===== config.mk =====
export PLATFORM = sky130hd
export DESIGN_NAME = lr35902_dbg_ctl
export DESIGN_NICKNAME = d
export VERILOG_FILES = /design/src/rtl/lr35902_dbg_pkg.sv /design/src/rtl/lr35902_dbg_uart_phy.sv /design/src/rtl/lr35902_dbg_ctl.sv
export SDC_FILE = /design/constraint.sdc
export NUM_CORES = 1
export LEC_CHECK = 0
export CORE_MARGIN = 2
export CORE_UTILIZATION = 45
export DETAILED_ROUTE_END_ITERATION = 12
export PLACE_DENSITY = 0.68
export SLEW_MARGIN = 20
export SYNTH_ARGS = -nofsm -noshare
export SYNTH_HDL_FRONTEND = slang
export SYNTH_SLANG_ARGS = --single-unit
export TNS_END_PERCENT = 5

===== constraint.sdc =====
create_clock -name cpu_clk -period 3.12 [get_ports cpu_clk]
set_clock_uncertainty 0.1 [all_clocks]
set_input_delay 0.624 -clock cpu_clk [delete_from_list [all_inputs] [get_ports cpu_clk]]
set_output_delay 0.624 -clock cpu_clk [all_outputs]
set_load 0.01 [all_outputs]

===== src/rtl/lr35902_dbg_pkg.sv =====
// rtl/lr35902_dbg_pkg.sv - shared constants and types for the LR35902 debug controller
package lr35902_dbg_pkg;
   localparam logic [3:0] OP_CTRL  = 4'h0;
   localparam logic [3:0] OP_ARG   = 4'h1;
   localparam logic [3:0] OP_SETBP = 4'h2;
   localparam logic [3:0] OP_CLRBP = 4'h3;
   localparam logic [3:0] OP_READ  = 4'h4;

   localparam logic [3:0] CTRL_HALT = 4'h0;
   localparam logic [3:0] CTRL_CONT = 4'h1;
   localparam logic [3:0] CTRL_STEP = 4'h2;

   localparam logic [3:0] RD_STATUS  = 4'h0;
   localparam logic [3:0] RD_FLAGS   = 4'h1;
   localparam logic [3:0] RD_PROBE   = 4'h2;
   localparam logic [3:0] RD_PC_LO   = 4'h3;
   localparam logic [3:0] RD_PC_HI   = 4'h4;
   localparam logic [3:0] RD_SP_LO   = 4'h5;
   localparam logic [3:0] RD_SP_HI   = 4'h6;
   localparam logic [3:0] RD_HIT_IDX = 4'h7;

   localparam int ST_HALT     = 0;
   localparam int ST_STEPPING = 1;
   localparam int ST_BP_HIT   = 2;
   localparam int ST_FERR     = 6;
   localparam int ST_OVR      = 7;

   localparam logic [7:0] RESP_ERR = 8'hEE;

   typedef enum logic [1:0] {CMD_IDLE, CMD_EXEC, CMD_WAIT_STEP, CMD_SEND} cmd_state_e;
   typedef enum logic [1:0] {RX_IDLE, RX_DATA, RX_WAIT_HIGH} rx_state_e;

   function automatic logic [7:0] status_byte(input logic ovr, input logic ferr, input logic bp_hit,
                                              input logic stepping, input logic halt);
      logic [7:0] s;
      s = 8'h00;
      s[ST_OVR]      = ovr;
      s[ST_FERR]     = ferr;
      s[ST_BP_HIT]   = bp_hit;
      s[ST_STEPPING] = stepping;
      s[ST_HALT]     = halt;
      return s;
   endfunction
endpackage


===== src/rtl/lr35902_dbg_uart_phy.sv =====
// rtl/lr35902_dbg_uart_phy.sv - 8N1 UART receiver/transmitter with input synchronizer
module lr35902_dbg_uart_phy
   import lr35902_dbg_pkg::*;
#(
   parameter int BAUD_DIV = 12
) (
   input  logic       cpu_clk,
   input  logic       reset_n,
   input  logic       rx,
   output logic       rx_valid,
   output logic [7:0] rx_data,
   output logic       rx_ferr,
   input  logic       tx_start,
   input  logic [7:0] tx_data,
   output logic       tx_busy,
   output logic       tx
);
   logic       rx_s1_q, rx_s2_q;
   rx_state_e  rx_st_q, rx_st_d;
   logic [7:0] rbcnt_q, rbcnt_d;
   logic [3:0] rbit_q, rbit_d;
   logic [7:0] rsh_q, rsh_d;
   logic       rx_valid_q, rx_valid_d, rx_ferr_q, rx_ferr_d;

   logic       tx_q, tx_busy_q;
   logic [8:0] tsh_q;
   logic [3:0] tbit_q;
   logic [7:0] tbcnt_q;

   // Bit index 0 is the start bit, 1..8 data, 9 stop; samples land mid-bit.
   always_comb begin
      rx_st_d    = rx_st_q;
      rbcnt_d    = rbcnt_q;
      rbit_d     = rbit_q;
      rsh_d      = rsh_q;
      rx_valid_d = 1'b0;
      rx_ferr_d  = 1'b0;
      case (rx_st_q)
         RX_IDLE: if (!rx_s2_q) begin
            rx_st_d = RX_DATA;
            rbcnt_d = 8'(BAUD_DIV / 2 - 1);
            rbit_d  = 4'd0;
         end
         RX_DATA: if (rbcnt_q != 8'd0) begin
            rbcnt_d = rbcnt_q - 8'd1;
         end else begin
            rbcnt_d = 8'(BAUD_DIV - 1);
            rbit_d  = rbit_q + 4'd1;
            if (rbit_q == 4'd0) begin
               if (rx_s2_q) rx_st_d = RX_IDLE;
            end else if (rbit_q < 4'd9) begin
               rsh_d = {rx_s2_q, rsh_q[7:1]};
            end else if (rx_s2_q) begin
               rx_valid_d = 1'b1;
               rx_st_d    = RX_IDLE;
            end else begin
               rx_ferr_d = 1'b1;
               rx_st_d   = RX_WAIT_HIGH;
            end
         end
         RX_WAIT_HIGH: if (rx_s2_q) rx_st_d = RX_IDLE;
         default: rx_st_d = RX_IDLE;
      endcase
   end

   always_ff @(posedge cpu_clk or negedge reset_n) begin
      if (!reset_n) begin
         rx_s1_q    <= 1'b1;
         rx_s2_q    <= 1'b1;
         rx_st_q    <= RX_IDLE;
         rbcnt_q    <= 8'd0;
         rbit_q     <= 4'd0;
         rsh_q      <= 8'd0;
         rx_valid_q <= 1'b0;
         rx_ferr_q  <= 1'b0;
      end else begin
         rx_s1_q    <= rx;
         rx_s2_q    <= rx_s1_q;
         rx_st_q    <= rx_st_d;
         rbcnt_q    <= rbcnt_d;
         rbit_q     <= rbit_d;
         rsh_q      <= rsh_d;
         rx_valid_q <= rx_valid_d;
         rx_ferr_q  <= rx_ferr_d;
      end
   end

   // tsh_q holds data then stop; tbit_q counts the bits still to shift out.
   always_ff @(posedge cpu_clk or negedge reset_n) begin
      if (!reset_n) begin
         tx_q      <= 1'b1;
         tx_busy_q <= 1'b0;
         tsh_q     <= 9'h1FF;
         tbit_q    <= 4'd0;
         tbcnt_q   <= 8'd0;
      end else if (!tx_busy_q) begin
         if (tx_start) begin
            tx_q      <= 1'b0;
            tsh_q     <= {1'b1, tx_data};
            tbit_q    <= 4'd9;
            tbcnt_q   <= 8'(BAUD_DIV - 1);
            tx_busy_q <= 1'b1;
         end
      end else if (tbcnt_q != 8'd0) begin
         tbcnt_q <= tbcnt_q - 8'd1;
      end else if (tbit_q == 4'd0) begin
         tx_busy_q <= 1'b0;
         tx_q      <= 1'b1;
      end else begin
         tx_q    <= tsh_q[0];
         tsh_q   <= {1'b1, tsh_q[8:1]};
         tbit_q  <= tbit_q - 4'd1;
         tbcnt_q <= 8'(BAUD_DIV - 1);
      end
   end

   assign rx_valid = rx_valid_q;
   assign rx_data  = rsh_q;
   assign rx_ferr  = rx_ferr_q;
   assign tx_busy  = tx_busy_q;
   assign tx       = tx_q;
endmodule


===== src/rtl/lr35902_dbg_ctl.sv =====
// rtl/lr35902_dbg_ctl.sv - LR35902 debug controller: command FSM, breakpoints, single-step
module lr35902_dbg_ctl
   import lr35902_dbg_pkg::*;
#(
   parameter int NUM_BP   = 4,
   parameter int BAUD_DIV = 12
) (
   input  logic        cpu_clk,
   input  logic        reset_n,
   input  logic        fetch,
   input  logic [15:0] pc,
   input  logic [15:0] sp,
   input  logic [3:0]  f,
   input  logic [7:0]  probe,
   input  logic        rx,
   output logic        halt,
   output logic        tx,
   output logic        cts
);
   logic             rx_valid, rx_ferr, tx_start, tx_busy;
   logic [7:0]       rx_data, resp;
   cmd_state_e       st_q, st_d;
   logic [7:0]       cmd_q, cmd_d;
   logic             sent_q, sent_d, cts_q, cts_d, halt_q, halt_d;
   logic             stepping_q, stepping_d, skip_q, skip_d, bp_hit_q, bp_hit_d;
   logic             ovr_q, ovr_d, ferr_q, ferr_d;
   logic [15:0]      arg_q, arg_d, step_pc_q, step_pc_d;
   logic [15:0]      bp_q [NUM_BP];
   logic [15:0]      bp_d [NUM_BP];
   logic [NUM_BP-1:0] en_q, en_d;
   logic [2:0]       hit_idx_q, hit_idx_d, match_idx;
   logic             match, hit;
   logic [3:0]       opc, n;
   logic [7:0]       status;

   lr35902_dbg_uart_phy #(.BAUD_DIV(BAUD_DIV)) u_phy (
      .cpu_clk(cpu_clk), .reset_n(reset_n), .rx(rx),
      .rx_valid(rx_valid), .rx_data(rx_data), .rx_ferr(rx_ferr),
      .tx_start(tx_start), .tx_data(resp), .tx_busy(tx_busy), .tx(tx)
   );

   assign opc    = cmd_q[7:4];
   assign n      = cmd_q[3:0];
   assign status = status_byte(ovr_q, ferr_q, bp_hit_q, stepping_q, halt_q);

   // Descending scan so the lowest matching index wins.
   always_comb begin
      match     = 1'b0;
      match_idx = 3'd0;
      for (int i = NUM_BP - 1; i >= 0; i--) begin
         if (en_q[i] && pc == bp_q[i]) begin
            match     = 1'b1;
            match_idx = 3'(i);
         end
      end
      hit = match && fetch && !stepping_q && !skip_q;
   end

   always_comb begin
      resp = status;
      if (opc == OP_READ) begin
         case (n)
            RD_STATUS:  resp = status;
            RD_FLAGS:   resp = {4'h0, f};
            RD_PROBE:   resp = probe;
            RD_PC_LO:   resp = pc[7:0];
            RD_PC_HI:   resp = pc[15:8];
            RD_SP_LO:   resp = sp[7:0];
            RD_SP_HI:   resp = sp[15:8];
            RD_HIT_IDX: resp = {5'b0, hit_idx_q};
            default:    resp = RESP_ERR;
         endcase
      end else if (!((opc == OP_CTRL && n <= CTRL_STEP) || opc == OP_ARG ||
                     opc == OP_SETBP || opc == OP_CLRBP)) begin
         resp = RESP_ERR;
      end
   end

   // Background events are applied first so a command in EXEC overrides a same-cycle hit.
   always_comb begin
      st_d       = st_q;
      cmd_d      = cmd_q;
      sent_d     = sent_q;
      cts_d      = cts_q;
      halt_d     = halt_q;
      stepping_d = stepping_q;
      skip_d     = skip_q;
      bp_hit_d   = bp_hit_q;
      ovr_d      = ovr_q;
      ferr_d     = ferr_q;
      arg_d      = arg_q;
      step_pc_d  = step_pc_q;
      bp_d       = bp_q;
      en_d       = en_q;
      hit_idx_d  = hit_idx_q;
      tx_start   = 1'b0;

      if (fetch && skip_q) skip_d = 1'b0;
      if (hit) begin
         halt_d    = 1'b1;
         bp_hit_d  = 1'b1;
         hit_idx_d = match_idx;
      end
      if (stepping_q && fetch && !halt_q && pc != step_pc_q) begin
         halt_d     = 1'b1;
         stepping_d = 1'b0;
      end

      case (st_q)
         CMD_IDLE: if (rx_valid) begin
            cmd_d = rx_data;
            cts_d = 1'b1;
            st_d  = CMD_EXEC;
         end
         CMD_EXEC: begin
            st_d = CMD_SEND;
            case (opc)
               OP_CTRL: case (n)
                  CTRL_HALT: begin
                     halt_d     = 1'b1;
                     stepping_d = 1'b0;
                  end
                  CTRL_CONT: begin
                     halt_d   = 1'b0;
                     skip_d   = 1'b1;
                     bp_hit_d = 1'b0;
                  end
                  CTRL_STEP: if (halt_q) begin
                     halt_d     = 1'b0;
                     stepping_d = 1'b1;
                     bp_hit_d   = 1'b0;
                     step_pc_d  = pc;
                     st_d       = CMD_WAIT_STEP;
                  end
                  default: ;
               endcase
               OP_ARG: arg_d = {arg_q[11:0], n};
               OP_SETBP: for (int i = 0; i < NUM_BP; i++) begin
                  if (n == 4'(i)) begin
                     bp_d[i] = arg_q;
                     en_d[i] = 1'b1;
                  end
               end
               OP_CLRBP: for (int i = 0; i < NUM_BP; i++) begin
                  if (n == 4'(i)) en_d[i] = 1'b0;
               end
               default: ;
            endcase
         end
         CMD_WAIT_STEP: begin
            if (!stepping_q) st_d = CMD_SEND;
            if (rx_valid && rx_data == 8'h00) begin
               halt_d     = 1'b1;
               stepping_d = 1'b0;
               cmd_d      = 8'h00;
               st_d       = CMD_SEND;
            end
         end
         CMD_SEND: if (!sent_q) begin
            tx_start = 1'b1;
            sent_d   = 1'b1;
            if (opc == OP_READ && n == RD_STATUS) begin
               ovr_d  = 1'b0;
               ferr_d = 1'b0;
            end
         end else if (!tx_busy) begin
            sent_d = 1'b0;
            cts_d  = 1'b0;
            st_d   = CMD_IDLE;
         end
         default: st_d = CMD_IDLE;
      endcase

      if (rx_valid && st_q != CMD_IDLE && !(st_q == CMD_WAIT_STEP && rx_data == 8'h00))
         ovr_d = 1'b1;
      if (rx_ferr) ferr_d = 1'b1;
   end

   always_ff @(posedge cpu_clk or negedge reset_n) begin
      if (!reset_n) begin
         st_q       <= CMD_IDLE;
         cmd_q      <= 8'h00;
         sent_q     <= 1'b0;
         cts_q      <= 1'b0;
         halt_q     <= 1'b0;
         stepping_q <= 1'b0;
         skip_q     <= 1'b0;
         bp_hit_q   <= 1'b0;
         ovr_q      <= 1'b0;
         ferr_q     <= 1'b0;
         arg_q      <= 16'h0000;
         step_pc_q  <= 16'h0000;
         en_q       <= '0;
         hit_idx_q  <= 3'd0;
         for (int i = 0; i < NUM_BP; i++) bp_q[i] <= 16'hFFFF;
      end else begin
         st_q       <= st_d;
         cmd_q      <= cmd_d;
         sent_q     <= sent_d;
         cts_q      <= cts_d;
         halt_q     <= halt_d;
         stepping_q <= stepping_d;
         skip_q     <= skip_d;
         bp_hit_q   <= bp_hit_d;
         ovr_q      <= ovr_d;
         ferr_q     <= ferr_d;
         arg_q      <= arg_d;
         step_pc_q  <= step_pc_d;
         en_q       <= en_d;
         hit_idx_q  <= hit_idx_d;
         bp_q       <= bp_d;
      end
   end

   assign halt = halt_q;
   assign cts  = cts_q;
endmodule

==> Word-level counts from Yosys, hierarchy flattened <==
Index checks and enable logic that the tools add are counted.
{ "word_totals": {"regBits": 170, "input_bits": 48, "elab_cells": 259} }
{ "op_classes": {"n_addsub": 4, "n_lt_le_gt_ge": 2, "n_eq_ne": 42, "n_mux": 110, "n_bitwise": 2, "reduce_logical": 65} }
{ "op_table": {"columns": ["operator", "n"], "rows": [
  ["$mux 8", 10],
  ["$eq 16x16->1", 4],
  ["$pmux 8 s8", 1],
  ["$mux 1", 62],
  ["$mux 9", 4],
  ["$pmux 8 s2", 2],
  ["$reduce_and 4->1", 8],
  ["$reduce_and 3->1", 10],
  ["$mux 2", 12],
  ["$mux 4", 6],
  ["$ne 2x1->1 const B", 11],
  ["$eq 4x3->1 const B", 5],
  ["$reduce_bool 2->1", 10],
  ["$logic_and 1x1->1", 17],
  ["$eq 4x2->1 const B", 4],
  ["$logic_not 4->1", 4],
  ["$ne 16x16->1", 1],
  ["$pmux 4 s2", 2],
  ["$reduce_bool 8->1", 2],
  ["$sub 8x1->8 const B", 2],
  ["$ne 2x2->1 const B", 7],
  ["$pmux 1 s2", 5],
  ["$mux 3", 3],
  ["$eq 4x1->1 const B", 2],
  ["17 further kinds", 31]
]} }

==> Depth between registers and ports, before layout <==
{ "logic_depth": {"depth_word": 15, "mapped_depth": 9, "mapped_depth_nobuf": 8} }

==> By module <==
A second synthesis with hierarchy kept.
{ "hier_totals": {"hier_cells": 786, "hier_area_um2": 8994.9} }
{ "by_module_without_submodules": {"columns": ["mod", "n_inst", "cells_each", "area_per_inst_um2", "seq_area_each_um2"], "rows": [
  ["lr35902_dbg_ctl", 1, 555, 6557.5, 3083.0],
  ["lr35902_dbg_uart_phy", 1, 231, 2437.3, 1214.9]
]} }

==> Least setup slack after synthesis <==
OpenSTA, ideal clock, no wires.
{ "synth_timing": {"path_kind": "register -> register", "startpoint": "reg st_q[1]", "endpoint": "reg bp_q[10] in the netlist's numbering", "arrival_time_ns": 1.977, "t_required_ns": 2.938, "slack_ns": 0.961, "stages_incl_launch_ff": 8, "period_less_slack_ns": 2.159, "cell_sequence": "dfrtp_1 > inv_1 > ha_1 > nand3_2 > or3_1 > nor2_4 > buf_6 > mux2_2"} }
{ "synth_between": {"elab_chain_len": 2} }
{ "synth_rtl": {"columns": ["element", "line_no", "rtl"], "rows": [
  ["start, declared", "lr35902_dbg_ctl.sv:22", "cmd_state_e st_q, st_d;"],
  ["start signal, assigned", "lr35902_dbg_ctl.sv:197", "st_q <= st_d;"],
  ["$eq 2x1->1", "lr35902_dbg_ctl.sv:109", "case (st_q)"],
  ["$reduce_and 3->1 (no line)", null, null],
  ["end signal, assigned", "lr35902_dbg_ctl.sv:211", "bp_q <= bp_d;"],
  ["end, declared", "lr35902_dbg_ctl.sv:28", "logic [15:0] bp_q [NUM_BP];"]
]} }
No other way between the ends.
A chain may end at the register's enable or synchronous reset.

==> Final worst setup path <==
{ "layout_timing": {"startpoint": "in pc[5]", "endpoint": "reg halt_q, in the netlist halt"} }
{ "layout_between": {"elab_chain_len": 15} }
{ "layout_rtl": {"columns": ["element", "line_no", "rtl"], "rows": [
  ["start, declared", "lr35902_dbg_ctl.sv:11", "input logic [15:0] pc,"],
  ["$eq 16x16->1", "lr35902_dbg_ctl.sv:51", "if (en_q[i] && pc == bp_q[i]) begin"],
  ["$logic_and 1x1->1", "lr35902_dbg_ctl.sv:51", null],
  ["$mux 1 (4 in a row)", "lr35902_dbg_ctl.sv:51", null],
  ["$logic_and 1x1->1 (3 in a row)", "lr35902_dbg_ctl.sv:56", "hit = match && fetch && !stepping_q && !skip_q;"],
  ["$mux 1", "lr35902_dbg_ctl.sv:99", "if (hit) begin"],
  ["$mux 1 *", "lr35902_dbg_ctl.sv:104", "if (stepping_q && fetch && !halt_q && pc != step_pc_q) begin"],
  ["$mux 1", "lr35902_dbg_ctl.sv:128", "CTRL_STEP: if (halt_q) begin"],
  ["$pmux 1 s3", "lr35902_dbg_ctl.sv:118", "OP_CTRL: case (n)"],
  ["$mux 1", "lr35902_dbg_ctl.sv:117", "case (opc)"],
  ["$pmux 1 s2 *", "lr35902_dbg_ctl.sv:109", null],
  ["net halt_d", "lr35902_dbg_ctl.sv:24", "logic sent_q, sent_d, cts_q, cts_d, halt_q, halt_d;"],
  ["end signal, assigned", "lr35902_dbg_ctl.sv:201", "halt_q <= halt_d;"],
  ["end, declared", "lr35902_dbg_ctl.sv:24", null]
]} }
Mark *: on every way through the listed nets, which the timed path passes. The rest lies on a longest branch.

==> impl_metrics.csv <==
group,metric,value,unit
setup_path,critPathBufInv,1,
detailed_routing,drcViolationCount,0,
layout,drive_gt1_frac,0.295,
logic_synthesis,yosysTopAreaCellShare,0.266,
setup_path,r2r_cells,7,
logic_synthesis,yosysWarnings,0,
logic_synthesis,ys_seq_area_frac,0.491,
layout,final_cell_area,10100,um^2
logic_synthesis,synth_edf_count,0,
setup_path,path_max_fanout,7,
global_route,grt_usage,0.213,
detailed_routing,antenna_left,0,
logic_synthesis,ys_ff_latch,168,
logic_synthesis,async_reset_ff_frac,1.00,
sta,clock.fmax,0.394,GHz
clock_network,postCtsSetupBuffers,0,
clock_network,clockRootBuffer,"clkbuf_16",
sta,tns,0,ps
layout,final_cells,1103,
global_route,grt_pass1_wl,33100,um
power,switchingPower,1.94,mW
outcome,outcome,"complete, no violations",
min_path,hold_path.class,"in2async",
power,vdd_drop_max,0.000372,V
setup_path,crit_type,"in2reg",
setup_path,path_delay_family,"buffers and inverters",
detailed_routing,drtPass1Iterations,5,
layout,syn2layout_area_growth,15.4,%
placed_design,io_buffers,50,
sta,hold_viol,0,
power,power.density,614,nW/um^2
global_route,grt_pass1_vias,5922,
layout,multiInputGateArea,4150,um^2
clock_network,cts.path.max_buffers,2,
floorplanning,die_w,144,um
sta,fin_crit_sh,0.814,
setup_path,crit_cells,7,
layout,final_common_cell,"mux2_2",
clock_network,cts_tree,"done",
sta,fin_crit,2540,ps
detailed_routing,drt_wl_total,21000,um
layout,diodes,0,
logic_synthesis,synth.distinct_cells,67,
floorplanning,die_area,20600,um^2
sta,setup_viol,0,
floorplanning,row_count,51,
placed_design,hpwl,15200,um
floorplanning,coreArea,19300,um^2
sta,grt_setup_unrepaired,"no",
clock_network,clk_pin_slew,60,ps
floorplanning,initial_utilization,0.454,
power,internal_power,4.26,mW
global_route,antenna_found_initial,0,
detailed_routing,wl_per_cell,19.0,um
logic_synthesis,avgSynthCellArea,11.2,um^2
clock_network,numCtsBuffers,17,
sta,worst_slew_pin_slew,660,ps
setup_path,critical_path.max_stage_delay,700,ps
detailed_routing,vias,6075,
power,p_sw_frac,0.313,
clock_network,clock-sinks,168,
clock_network,htreeDepth,4,
global_route,gr-total-overflow,0,
placed_design,dpl-instance-area,9540,um^2
setup_path,cp.required,3330,ps
sta,max-slew-margin-rel,0.559,
logic_synthesis,synth.area.top_cells,"dfrtp_1, dfstp_2, mux2_2, xnor2_1, xor2_1",
layout,final_net_count,886,
layout,final_cell_mix,"mux2_2, dfrtp_1, dfstp_2",
power,power_frac_seq,0.440,
setup_path,start_kind,"primary input",
placed_design,place_inst,1072,
clock_network,clock_latency,440,ps
power,leakagePower,4.17,nW
floorplanning,ios,51,
logic_synthesis,synth_largest_area_cell,"dfrtp_1",
layout,layout.area.seq,4300,um^2
logic_synthesis,netlist_instances,782,
logic_synthesis,synth_fp_nets,842,
clock_network,cts_resized,0,
detailed_routing,via_per_inst,5.51,
detailed_routing,drt_first_iter_violations,392,
layout,layout.filler_cells,1707,
setup_path,end_kind,"register",
floorplanning,die_h,144,um
setup_path,cpMaxStageDelayCell,"clkdlybuf4s50_1",
sta,slew_viol_final,0,
placed_design,place_congestion,0.931,
power,power,6.20,mW
power,clkPwrFrac,0.332,
setup_path,crit_chain,"clkdlybuf4s50_1 -> xor2_1 -> nor4_1 -> nand4_1 -> a31oi_1 -> a2bb2oi_1 -> o21ai_1",
global_route,grt_max_degree,68,
setup_path,worstPathArrival,2740,ps
power,p_comb_frac,0.228,
logic_synthesis,syn_area,8760,um^2
job,max_cap_viol_count,0,
layout,finalCoreUtilization,0.524,
clock_network,cts-hold-fix-buffers,0,
logic_synthesis,synthFlopType,"dfrtp_1",
## through the flow
step | worst slack [ps] | hold slack (ps)
final | 582 | 83.8
after CTS | 640 | 116
after global routing | 503 | 147
after global placement | 143 | 246
after detailed placement | 198 | 247
after floorplan | 961 | 228
## final cells by class
type / instances / area share
Clock buffer: 22 / 0.0470
Clock inverter: 9 / 0.00916
Inverter: 28 / 0.0104
Multi-Input combinational cell: 544 / 0.411
Sequential cell: 168 / 0.425
Tap cell: 265 / 0.0328
Timing Repair Buffer: 67 / 0.0647
## per-layer routing
| layer | vias to the layer above | routed length, um | track usage |
|---|---|---|---|
| met3 | 24 | 1230 | 0.0467 |
| met1 | 2998 | 9890 | 0.304 |
| met2 | 185 | 9630 | 0.330 |
| met5 | - | 0 | 0 |
| li1 | 2868 | - | - |
| met4 | 0 | 257 | 0.0573 |
## power by group through the flow
stage | combinational [mW] | sequential, mW | clock, mW
finish | 1.41 | 2.73 | 2.06
global route | 1.61 | 2.77 | 2.18
CTS | 1.42 | 2.73 | 2.09
detailed placement | 1.42 | 2.75 | 0
global placement | 1.38 | 2.76 | 0
floorplan | 1.06 | 2.68 | 0
## worst register-to-register path, stage by stage (launching register included)
cell	delay (ps)
dfrtp_1	410
inv_1	110
ha_1	290
nand3_2	250
or3_1	430
nor2_4	90
buf_4	300
mux2_2	400
## synth_stat cells (11+ instances only)
library cell  number
nand4_1           11
o21ai_0           39
xnor2_1           52
nand2_1           46
ha_1              12
clkbuf_1          16
dfrtp_1           93
nor2_1            39
inv_1             28
a21oi_1           23
o31ai_1           11
xor2_1            34
mux2_2           110
buf_2             22
dfstp_2           75
nand3_1           19
nor4_1            11
## worst paths after layout
check	startpoint	end	slack (ps)
max in group asynchronous	reset_n	u_phy.tx$_DFFE_PN1P_	2040
min in group cpu_clk	u_phy.rx_s1_q$_DFF_PN1_	u_phy.rx_s2_q$_DFF_PN1_	260
min	reset_n	arg_q[13]$_DFFE_PN0P_	80
max	pc[5]	halt$_DFF_PN0_	580
max reg2reg	st_q[1]$_DFFE_PN0P_	bp_q[15]$_DFFE_PN1P_	650
min reg2reg	u_phy.rx_s1_q$_DFF_PN1_	u_phy.rx_s2_q$_DFF_PN1_	260
## cells by family (layout without fill, tap and decap cells)
logic type	count (synthesis)	count (layout)	share of synthesized area
AND/OR/NAND/NOR	191	191	0.117
AO/OA/AOI/OAI	137	137	0.103
XOR/XNOR	86	86	0.0860
adder cells (fa/ha/maj)	12	12	0.0171
flip-flops	168	168	0.491
multiplexers	118	118	0.151
buffers and inverters	70	126	0.0353
## state kept, by name, summed over array words and instances, names as in the netlist, 2 cells and up
register and cells:
u_phy.rx_data 8, st_q 2, step_pc_q 16, cmd_q 8
arg_q 16, u_phy.tsh_q 8, u_phy.rbcnt_q 8, hit_idx_q 2
u_phy.tbit_q 4, en_q 4, u_phy.tbcnt_q 8, u_phy.rbit_q 4
bp_q 64, u_phy.rx_st_q 2
Power figures use the tool's default switching activity.
